## src/rtl/instr_fetch_ctrl.sv

```systemverilog
// instr_fetch_ctrl
//   Fetches 32-bit instructions for the CPU from a byte-wide, variable-latency
//   instruction memory. Four sequential byte reads are assembled big-endian
//   (the byte at the fetch base is the MSB) into a one-entry tagged buffer.
//   The CPU is stalled through busywait_o while a fetch is outstanding.
//
// Ports
//   clk             system clock, rising edge
//   rst_n           asynchronous reset, active low
//   pc_i            CPU program counter (byte address)
//   instruction_o   instruction for pc_i (0 on fault or empty buffer)
//   busywait_o      CPU stall request
//   fetch_fault_o   pc_i lies outside the instruction memory
//   invalidate_i    clear the instruction buffer (sampled on the clock edge)
//   mem_read_o      memory read request
//   mem_address_o   memory byte address
//   mem_readdata_i  memory read byte
//   mem_busywait_i  memory not ready; a byte completes on an edge where this is 0
module instr_fetch_ctrl #(
  parameter int ADDR_WIDTH = 10
) (
  input  logic                  clk,
  input  logic                  rst_n,
  input  logic [31:0]           pc_i,
  output logic [31:0]           instruction_o,
  output logic                  busywait_o,
  output logic                  fetch_fault_o,
  input  logic                  invalidate_i,
  output logic                  mem_read_o,
  output logic [ADDR_WIDTH-1:0] mem_address_o,
  input  logic [7:0]            mem_readdata_i,
  input  logic                  mem_busywait_i
);

  localparam int TW = ADDR_WIDTH - 2;

  typedef enum logic [1:0] {
    IDLE   = 2'd0,
    FETCH  = 2'd1,
    UPDATE = 2'd2
  } state_e;

  state_e        state_q, state_d;
  logic          buf_valid_q, buf_valid_d;
  logic [TW-1:0] buf_tag_q, buf_tag_d;
  logic [31:0]   buf_data_q, buf_data_d;
  logic [TW-1:0] base_q, base_d;
  logic [1:0]    cnt_q, cnt_d;
  logic [31:0]   asm_q, asm_d;
  logic          discard_q, discard_d;

  logic          out_of_range;
  logic [TW-1:0] pc_tag;
  logic          hit;

  // The two low PC bits select a byte inside the word and play no part here.
  logic unused_pc_lsb;
  assign unused_pc_lsb = ^pc_i[1:0];

  assign out_of_range = |pc_i[31:ADDR_WIDTH];
  assign pc_tag       = pc_i[ADDR_WIDTH-1:2];
  assign hit          = (state_q == IDLE) && buf_valid_q && (buf_tag_q == pc_tag);

  always_ff @(posedge clk or negedge rst_n) begin
    if (!rst_n) begin
      state_q     <= IDLE;
      buf_valid_q <= 1'b0;
      buf_tag_q   <= '0;
      buf_data_q  <= '0;
      base_q      <= '0;
      cnt_q       <= '0;
      asm_q       <= '0;
      discard_q   <= 1'b0;
    end else begin
      state_q     <= state_d;
      buf_valid_q <= buf_valid_d;
      buf_tag_q   <= buf_tag_d;
      buf_data_q  <= buf_data_d;
      base_q      <= base_d;
      cnt_q       <= cnt_d;
      asm_q       <= asm_d;
      discard_q   <= discard_d;
    end
  end

  always_comb begin
    state_d     = state_q;
    buf_valid_d = buf_valid_q;
    buf_tag_d   = buf_tag_q;
    buf_data_d  = buf_data_q;
    base_d      = base_q;
    cnt_d       = cnt_q;
    asm_d       = asm_q;
    discard_d   = discard_q;

    case (state_q)
      IDLE: begin
        if (invalidate_i) begin
          buf_valid_d = 1'b0;
        end
        if (!out_of_range && !hit) begin
          base_d    = pc_tag;
          cnt_d     = 2'd0;
          discard_d = 1'b0;
          state_d   = FETCH;
        end
      end

      FETCH: begin
        if (invalidate_i) begin
          discard_d = 1'b1;
        end
        if (!mem_busywait_i) begin
          // ~cnt equals 3-cnt: byte 0 of the word lands in the MSB lane.
          asm_d[{~cnt_q, 3'b000} +: 8] = mem_readdata_i;
          cnt_d = cnt_q + 2'd1;
          if (cnt_q == 2'd3) begin
            state_d = UPDATE;
          end
        end
      end

      UPDATE: begin
        buf_data_d  = asm_q;
        buf_tag_d   = base_q;
        // An invalidate arriving on this very edge also spoils the new entry.
        buf_valid_d = !(discard_q || invalidate_i);
        discard_d   = 1'b0;
        state_d     = IDLE;
      end

      default: begin
        state_d = IDLE;
      end
    endcase
  end

  // Outputs. Gating with rst_n keeps the stall asserted and the fault flag
  // quiet for as long as reset is held, independent of the clock.
  assign fetch_fault_o = rst_n && out_of_range;
  assign mem_read_o    = (state_q == FETCH);
  assign mem_address_o = mem_read_o ? {base_q, cnt_q} : '0;

  always_comb begin
    if (!rst_n) begin
      busywait_o = 1'b1;
    end else if (out_of_range) begin
      busywait_o = 1'b0;
    end else if (state_q != IDLE) begin
      busywait_o = 1'b1;
    end else begin
      busywait_o = !hit;
    end
  end

  assign instruction_o = (out_of_range || !buf_valid_q) ? 32'd0 : buf_data_q;

endmodule
```

## config.mk

```make
export PLATFORM = sky130hd
export DESIGN_NAME = instr_fetch_ctrl
export DESIGN_NICKNAME = d
export VERILOG_FILES = /design/src/rtl/instr_fetch_ctrl.sv
export SDC_FILE = /design/constraint.sdc
export NUM_CORES = 1
export LEC_CHECK = 0
export CORE_MARGIN = 2
export CORE_UTILIZATION = 45
export DETAILED_ROUTE_END_ITERATION = 10
export MAX_ROUTING_LAYER = met4
export PLACE_DENSITY = 0.73
export RECOVER_POWER = 25
export SLEW_MARGIN = 25
export SYNTH_ARGS = -nofsm -noshare
export SYNTH_HDL_FRONTEND = slang
export SYNTH_SLANG_ARGS = --single-unit
```

## constraint.sdc

```tcl
create_clock -name clk -period 2.3 [get_ports clk]
set_input_delay 0.345 -clock clk [delete_from_list [all_inputs] [get_ports clk]]
set_output_delay 0.345 -clock clk [all_outputs]
set_load 0.02 [all_outputs]
```

* Yosys cells after proc, flatten, opt, wreduce, memory -nomap -nowiden
Index checks and enable logic that the tools add are counted.
Cells by class: muxes and demuxes 18, eq/ne operators 9, reductions and logical operators 22, add/sub/neg operators 2, bitwise gates (word level) 2, shift-type cells 2
Operators by type and width (number):
- bitwise mux 32 bit | 1
- two-way mux 32 bit | 1
- variable shift 8 x 7 -> 32 bit (first input constant) | 1
- indexed part select 8 x 7 -> 32 bit | 1
- OR reduction 22 bit | 1
- two-way mux 10 bit | 1
- two-way mux 2 bit | 5
- AND reduction 3 bit | 3
- == test 8 bit | 1
- case mux 2 bit (2 select lines) | 2
- negator 5 -> 7 bit | 1
- two-way mux 1 bit | 6
- != test 2 bit (second input constant) | 3
- AND reduction 2 bit | 3
- nonzero test 2 bit | 3
- == test 2 bit (second input constant) | 2
- logical AND 1 bit | 4
- zero test 1 bit | 4
- != test 2 x 1 -> 1 bit (second input constant) | 2
- case mux 1 bit (3 select lines) | 1
- nonzero test 3 bit | 1
- adder 2 x 1 -> 2 bit (second input constant) | 1
- == test 2 x 1 -> 1 bit (second input constant) | 1
- zero test 2 bit | 1
- 4 further kinds | 5
Storage, ports and cells: logic and storage cells 63, bits of input ports 44, output and inout port bits 45, register bits after elaboration 86

* Logic depth before layout (Yosys ltp)
depth in word-level cells 7, depth in mapped cells 8, mapped depth without buffers 5

* Worst setup path after synthesis
OpenSTA, ideal clock, no wires.
path kind input-to-output, start in pc_i[14], end out instruction_o[10], arrival time 1455 ps, cell stages on the path 5, setup slack 500 ps, data required time 1955 ps, path through nor4_1 -> nand3_1 -> nor2_4 -> clkbuf_1 -> and3_1
Between the ends: word-level cells in the longest chain between the ends 3
RTL lines:
- start: declaration | RTL line 24 | input logic [31:0] pc_i,
- OR reduction 22 bit | RTL line 60 | assign out_of_range = |pc_i[31:ADDR_WIDTH];
- logical OR 1 bit | RTL line 156 | assign instruction_o = (out_of_range || !buf_valid_q) ? 32'd0 : buf_data_q;
- two-way mux 32 bit | RTL line 156
- end: declaration | RTL line 25 | output logic [31:0] instruction_o,
No other way between the ends.

* Final worst setup path
start in pc_i[26], end out instruction_o[17]
The elaborated chain is that of the path after synthesis.

==> qor.txt <==
core area: 8300 um2
MaxCap Viol Count: 0
syn avg cell area: 10.9 um2
floorplan row count: 33
total die area: 9390 um2
Post-Synthesis Cells: 356
Routed WL: 9170 um
Crit path arrival time: 1.89 ns
Yosys top cell area share: 55.4%
CTS max path bufs: 2
root buf cell: clkbuf_8
Cell Area, Synth: 3880 um2
Worst Hold Class: input pin to async pin
CP required: 1.96 ns
Initial DRC Count: 105
Final Hold Fails: 0
Hold-fix buffers, CTS: 0
drt drc: 0
Peak VDD IR: 0.000300 V
die height: 96.9 um
drt wl/cell: 16.2 um
Ant. Diodes: 0
Slew HR: 24.2%
final core occ: 64.5%
Synth area leader: dfrtp_1
count leader, synth: dfrtp_1
antenna violations before repair: 0
critical path type: input pin to output pin
first-pass iteration count of the detailed router: 4
depth of the CTS H-tree: 3
sequential cell area: 2150 um2
Warnings, synthesis: 0
All-Layer GR Usage: 19.8%
PwrDens: 517 nW/um2
via count: 2,924
IO Count: 89
final period utilization: 97.0%
setup violators final: 0
worst clock skew: 0.00781 ns
Clk Latency, worst-skew pair: 0.36 ns
flops & latches, synth: 86
fill count: 655
largest net degree at the start of global routing: 48
minimum clock period: 2.23 ns
FFs w/ async S/R, synth: 100%
Startpoint Class: input pin
proportion of layout cells with a drive suffix above 1: 31.0%
grt ovf: 0
first-pass GRT wire length: 14,300 um
Worst Tran Pin Value: 1.14 ns
Net Count, Synth: 405
area of the multi-input gates: 1730 um2
fmax: 448 MHz
max-slew violations: 0
vias in the first global route: 2,918
CTS tree: done
Area Overhead vs Synth: 37.9%
Leakage Power: 2.86 nW
Initial Util: 46.8%
Clock Pin Slew Worst Setup and Hold Paths: 0.08 ns
Post-synth top flop: dfrtp_1
post-synthesis sequential area ratio: 55.4%
number of flops mapped to enable cells by yosys: 0
Final nets: 506
Antenna Nets Post-Route: 0
Port Buffers: 86
crit-path max cell delay: 0.40 ns
top post-synthesis cells by count: dfrtp_1 (86), nand2_1 (71), mux2_2 (47), o21ai_0 (33), and3_1 (32)
Slowest-stage cell, CP: clkdlybuf4s50_1
total power: 0.00277 W
Worst setup EP type: output pin
Area contributors post-synth: dfrtp_1 (55%), mux2_2 (14%), nand2_1 (6.9%)
critical path cell sequence: clkdlybuf4s50_1 > nor4_1 > nand3_1 > nor2_4 > buf_8 > clkbuf_16 > and3_4 > buf_6
routability cong.: 0.772
die span in x: 96.9 um
run status: completed
Netlist cell types: 35
crit path max fanout: 6
DP Wirelength: 6120 um
Inserted Clock Buffers: 9
TritonCTS Sinks: 86
Vias/cell: 5.17
==> where the power goes <==
group,switching [W],internal [W]
Sequential,0.0000000271,0.00151
Combinational,0.0000697,0.0000686
Clock,0.000515,0.000605
Total,0.000585,0.00218
==> repair_timing <==
action                     CTS  global route
buffers inserted             3             2
cloned                       0             3
resized for setup          172            53
pin swaps                    2            12
setup endpoints to repair   36            42
==> final cells by class <==
type                       count  share of cell area [%]
clock buffer                  11                    2.45
sequential                    86                    40.2
clock inverter                 4                    1.36
tap                          105                    2.45
inverter                       3                   0.210
multi-input combinational    248                    32.4
timing repair buffer         109                    20.9
==> state kept, by name, summed over array words and instances, names as in the netlist <==
register and cells:
buf_data_q 32, buf_tag_q 8, cnt_q 2, state_q 2
buf_valid_q 1, base_q 8, discard_q 1, asm_q 32
==> layout by cell type (no fill, tap or decap), types with 6 or more instances in the layout <==
master            n
nand2_1          71
xor2_1            7
and3_4           12
nor2_1            6
and2_1           10
buf_6            18
clkbuf_8          9
dlymetal6s2s_1   23
o21ai_0          33
buf_4            31
clkdlybuf4s50_1  26
mux2_2           47
dfrtp_1          86
and3_1           20
==> final timing paths <==
| kind | end | slack (ns) | from | depth (start not counted) |
|---|---|---|---|---|
| worst max-delay path | instruction_o[17] | 0.07 | pc_i[26] | 8 |
| worst min-delay path | buf_tag_q[7] | 0.25 | rst_n | 2 |
| worst max register to register | asm_q[23] | 0.36 | cnt_q[0] | 5 |
| worst min register to register | asm_q[8] | 0.49 | asm_q[8] | 2 |
| max in group asynchronous | buf_data_q[23] | 1.28 | rst_n | 2 |
| min in group clk | base_q[6] | 0.31 | pc_i[8] | 2 |
==> metal layers <==
metal | up-vias | global-route usage (%) | share of wire (%)
li1 | 1418 | - | -
met1 | 1418 | 25.3 | 45
met2 | 75 | 32.0 | 49
met3 | 13 | 4.19 | 3.9
met4 | 0 | 6.18 | 2.0
met5 | - | - | 0
==> cell families (layout without fill, tap and decap cells) <==
kind of cell | Yosys count | after routing | synth area share (%)
simple gates | 147 | 147 | 19.3
flops | 86 | 86 | 55.4
mux | 48 | 48 | 13.9
compound gates | 40 | 40 | 5.41
buf+inv | 22 | 127 | 2.54
xor+xnor | 8 | 8 | 1.80
fa+ha+maj | 5 | 5 | 1.61
==> per-stage QoR <==
stage | setup TNS [ns] | instance area (um2) | hold WS (ns) | instances | worst slack (ns)
CTS | -0.421 | 5100 | 0.0787 | 562 | -0.0562
global route | -0.428 | 5350 | 0.317 | 566 | -0.0366
detailed placement | -15.10 | 4930 | 0.465 | 544 | -0.460
finish | 0 | 5350 | 0.248 | 566 | 0.0683
floorplan | 0 | 3880 | 0.0494 | 356 | 0.500
global placement | -14.11 | 4930 | 0.461 | 544 | -0.451
==> worst max-delay path: cells and delay by family <==
family | cells | cell delay [ns]
buf+inv | 4 | 0.84
simple gates | 4 | 0.69
No activity file was read; power rests on OpenSTA's default activity.
